--- config.mk ---
export PLATFORM = sky130hd
export DESIGN_NAME = rptr_empty_lvl
export DESIGN_NICKNAME = d
export VERILOG_FILES = /design/src/rtl/rptr_empty_lvl.sv
export SDC_FILE = /design/constraint.sdc
export NUM_CORES = 1
export LEC_CHECK = 0
export CAP_MARGIN = 20
export CELL_PAD_IN_SITES_DETAIL_PLACEMENT = 1
export CELL_PAD_IN_SITES_GLOBAL_PLACEMENT = 1
export CORE_UTILIZATION = 28
export CTS_CLUSTER_DIAMETER = 60
export DETAILED_ROUTE_END_ITERATION = 8
export PLACE_DENSITY_LB_ADDON = 0.1
export REMOVE_ABC_BUFFERS = 1
export SLEW_MARGIN = 20
export SYNTH_ARGS = -nofsm -noshare
export SYNTH_HDL_FRONTEND = slang
export SYNTH_SLANG_ARGS = --single-unit
--- constraint.sdc ---
create_clock -name rclk -period 3 [get_ports rclk]
set_clock_uncertainty 0.2 [all_clocks]
set_input_delay 0.6 -clock rclk [delete_from_list [all_inputs] [get_ports rclk]]
set_output_delay 0.6 -clock rclk [all_outputs]
set_load 0.1 [all_outputs]
--- src/rtl/rptr_empty_lvl.sv ---
// Read-side pointer and status block for an asynchronous FIFO: read binary/Gray
// pointers, registered empty/almost-empty flags, fill level, and sticky error flags.
module rptr_empty_lvl #(
    parameter int ADDRSIZE = 4,
    parameter int AE_LEVEL = 2
) (
    input  logic                rclk,
    input  logic                rrst_n,
    input  logic                rinc,
    input  logic                rclr_err,
    input  logic [ADDRSIZE:0]   rq2_wptr,
    output logic [ADDRSIZE-1:0] raddr,
    output logic [ADDRSIZE:0]   rptr,
    output logic                rempty,
    output logic                raempty,
    output logic [ADDRSIZE:0]   rlevel,
    output logic                runderflow,
    output logic                rptr_err
);

    localparam logic [ADDRSIZE:0] DEPTH     = {1'b1, {ADDRSIZE{1'b0}}};
    localparam logic [ADDRSIZE:0] AE_THRESH = (ADDRSIZE+1)'(AE_LEVEL);

    logic [ADDRSIZE:0] rbin;
    logic [ADDRSIZE:0] rbin_next;
    logic [ADDRSIZE:0] rgray_next;
    logic [ADDRSIZE:0] wbin;
    logic [ADDRSIZE:0] lvl_next;
    logic              rd_en;
    logic              lvl_over;

    assign rd_en      = rinc & ~rempty;
    assign rbin_next  = rbin + {{ADDRSIZE{1'b0}}, rd_en};
    assign rgray_next = (rbin_next >> 1) ^ rbin_next;

    // Gray-to-binary: each binary bit is the XOR of all Gray bits at and above it.
    // NOTE: every always_comb output gets a default first, so no path can infer a latch.
    always_comb begin
        wbin = '0;
        for (int i = 0; i <= ADDRSIZE; i++) begin
            wbin[i] = ^(rq2_wptr >> i);
        end
    end

    // Level is taken against the post-read pointer, so flags carry no extra latency.
    assign lvl_next = wbin - rbin_next;
    assign lvl_over = (lvl_next > DEPTH);
    assign raddr    = rbin[ADDRSIZE-1:0];

    // NOTE: sequential state uses non-blocking assignments so every register samples
    // pre-edge values regardless of statement order.
    always_ff @(posedge rclk or negedge rrst_n) begin
        if (!rrst_n) begin
            rbin       <= '0;
            rptr       <= '0;
            rempty     <= 1'b1;
            raempty    <= 1'b1;
            rlevel     <= '0;
            runderflow <= 1'b0;
            rptr_err   <= 1'b0;
        end else begin
            rbin    <= rbin_next;
            rptr    <= rgray_next;
            rempty  <= (rgray_next == rq2_wptr);
            raempty <= (lvl_next <= AE_THRESH);
            if (!lvl_over) begin
                rlevel <= lvl_next;
            end
            // Sticky flags: a set condition in the same cycle as a clear wins.
            runderflow <= (rinc & rempty) | (runderflow & ~rclr_err);
            rptr_err   <= lvl_over | (rptr_err & ~rclr_err);
        end
    end

endmodule

==> flow_summary.toml <==
[detailed_routing]
drtPass1Iterations = 2
drtIter0Drc = 26
route.antenna.remaining_nets = 0
wl_um = 3180
wire_per_inst_um = 14.5
drcViolationCount = 0
vias_per_cell = 4.68
via_count = 1026

[floorplan]
die_area_um2 = 4390
die_h_um = 66.3
core_area_um2 = 3800
pin_count = 27
start_util_pct = 30.4
row_count = 22
die_width_um = 66.3

[clock_tree]
cts.sinks = 18
clk_pin_slew_worst_paths_ps = 70
clkLatencyLatePin_ps = 250
cts_tree = "done"
cts-htree-levels = 1
clockBufferDepth = 2
cts_root_buffer = "clkbuf_8"
numCtsBuffers = 3

[placed_design]
dp_hpwl_um = 2520
place.gp.congestion = 0.746
pre_cts_slack_ps = -670
io_buffers = 26
placed_cells = 216

[global_routing]
global_route.usage.total_pct = 16.0
grt_pass1_vias = 1056
grt_max_degree = 19
grt_pass1_wl_um = 5110
overflow = 0
antenna_found_initial = 0

[yosys]
synth_top_cell_by_area = "dfrtp_1"
synthCells = 111
synthMuxAreaShare_pct = 1.84
synth_adder_area_share_pct = 5.30
synth_top_area_share_pct = 34.6
yosys_register_bits = 18
synth-async-reset-ratio_pct = 100
yosysSeqAreaShare_pct = 39.2
syn_area_um2 = 1160
synth_edf_count = 0
synth-compound-area-share_pct = 15.7
ys.flop_type = "dfrtp_1"
synthXorXnorAreaFrac_pct = 19.3
yosysUniqueCellTypes = 44
yosys_warnings = 0
ys_top_cells_by_area = "dfrtp_1 (35%), xnor2_1 (9.8%), xor2_1 (5.3%)"
avgSynthCellArea_um2 = 10.4
yosys.area_share.simple_pct = 14.1
synth_top_family_by_area = "XOR/XNOR gates"

[sta]
tns_ps = 0
fin_crit_ps = 2910
fin_crit_sh_pct = 96.8
finalHoldViolCount = 0
rsz0062_at_grt = "no"
fmaxAchievable_ghz = 0.344
setup_ws_ps = 94.8
tightest_slew_ps = 818
slew_viol_final = 0
finalSetupViolCount = 0
timing.slew.headroom_pct = 45.3

[run_status]
status = "finished, final reports clean"

[cells_and_area]
drive_above_1_share_pct = 50.3
areaGrowthSynthToFinish_pct = 55.8
nets = 186
antenna_cells = 0
instances_no_fill = 219
final_util_pct = 47.4

[setup_path]
endpoint_kind = "flop"
r2r_slack_ps = 120
critPathRequiredTime_ps = 2990
critPathArrivalTime_ps = 2890
cp-start-kind = "primary input"
crit_fanout = 6
crit_type = "primary input to flop"

[flow_run]
drv_cap = 0

[worst_hold_path]
hold_class = "flop to flop"
layout by cell type (no fill, tap or decap), types with 2 or more instances in the layout:
cell type         n
a21oi_1           5
buf_4            52
clkbuf_8          3
clkdlybuf4s15_1   2
clkdlybuf4s50_1   2
dfrtp_1          16
dfstp_2           2
dlygate4sd2_1     2
ha_2              2
inv_1             7
nand2_1           2
nand2b_1          2
nand3_1           5
nor2_1            5
nor2_2            3
o21ai_0           5
or3_1             2
xnor2_1           9
xnor2_2           3
xor2_1            6
final cells by class:
class                           count  area, µm²
Multi-Input combinational cell     82        759
Clock buffer                        3       41.3
Timing Repair Buffer               60        458
Inverter                            8       30.0
Tap cell                           48       60.1
Fill cell                         445       2000
Sequential cell                    18        453
flip-flops by register name, summed over array words and instances, names as in the netlist:
name and cells:
raempty 1, rlevel 5, rbin 5, rptr 4, rptr_err 1, rempty 1, runderflow 1
cell families after synthesis:
| family | after synthesis |
|---|---|
| and+or+nand+nor | 30 |
| AOI/OAI and AO/OA | 23 |
| xor gates and xnor gates | 22 |
| DFF | 18 |
| buffers and inverters | 11 |
| adders and majority gates | 5 |
| muxes | 2 |
routing by layer:
layer  routed length (µm)  share of wire (%)  vias up  global-route usage, %
li1                     -                  -      505                      -
met1                 1560                 49      504                   21.3
met2                 1520                 48       15                   25.9
met3                   71                2.2        2                   1.55
met4                   33                1.0        0                   7.18
met5                    0                  0        -                      0
through the flow:
stage	cell area, µm²	hold slack [ps]
finish	1800	343
global route	1800	378
CTS	1760	335
detailed placement	1660	325
global placement	1660	319
floorplan	1130	104
synthesized netlist by cell type (4+ instances only):
cell / count
inv_1: 7
a21oi_1: 5
xor2_1: 7
dfrtp_1: 16
nor2_1: 7
nand3_1: 5
xnor2_1: 13
o21ai_0: 5
ha_1: 4
worst paths after layout:
path                                  startpoint                    end  cells after the start
max                                         rinc  rlevel[4]$_DFFE_PN0P_                     12
min                        rlevel[3]$_DFFE_PN0P_  rlevel[3]$_DFFE_PN0P_                      2
max reg2reg                     rempty$_DFF_PN1_  rlevel[4]$_DFFE_PN0P_                     11
min reg2reg                rlevel[3]$_DFFE_PN0P_  rlevel[3]$_DFFE_PN0P_                      2
max in group asynchronous                 rrst_n      rbin[0]$_DFF_PN0_                      1
min in group asynchronous                 rrst_n     rptr_err$_DFF_PN0_                      1
repair_timing:
item / CTS / global route
gates cloned: 0 / 0
setup endpoints to repair: 8 / 7
gates resized for setup: 22 / 11
hold buffers: 0 / 0
buffers inserted: 0 / 0
pin swaps: 13 / 12
worst max-delay path: stages:
cell	delay (ps)
clkdlybuf4s15_1	190
and3b_2	240
ha_4	270
xnor2_4	190
xnor2_2	130
ha_2	220
nor2_1	50
mux2_4	280
o21a_4	210
a2111oi_4	180
buf_4	200
a2bb2oi_2	130
Power is not shown: default switching activity piles up to over one toggle a cycle in this logic, so the estimate is an artifact.
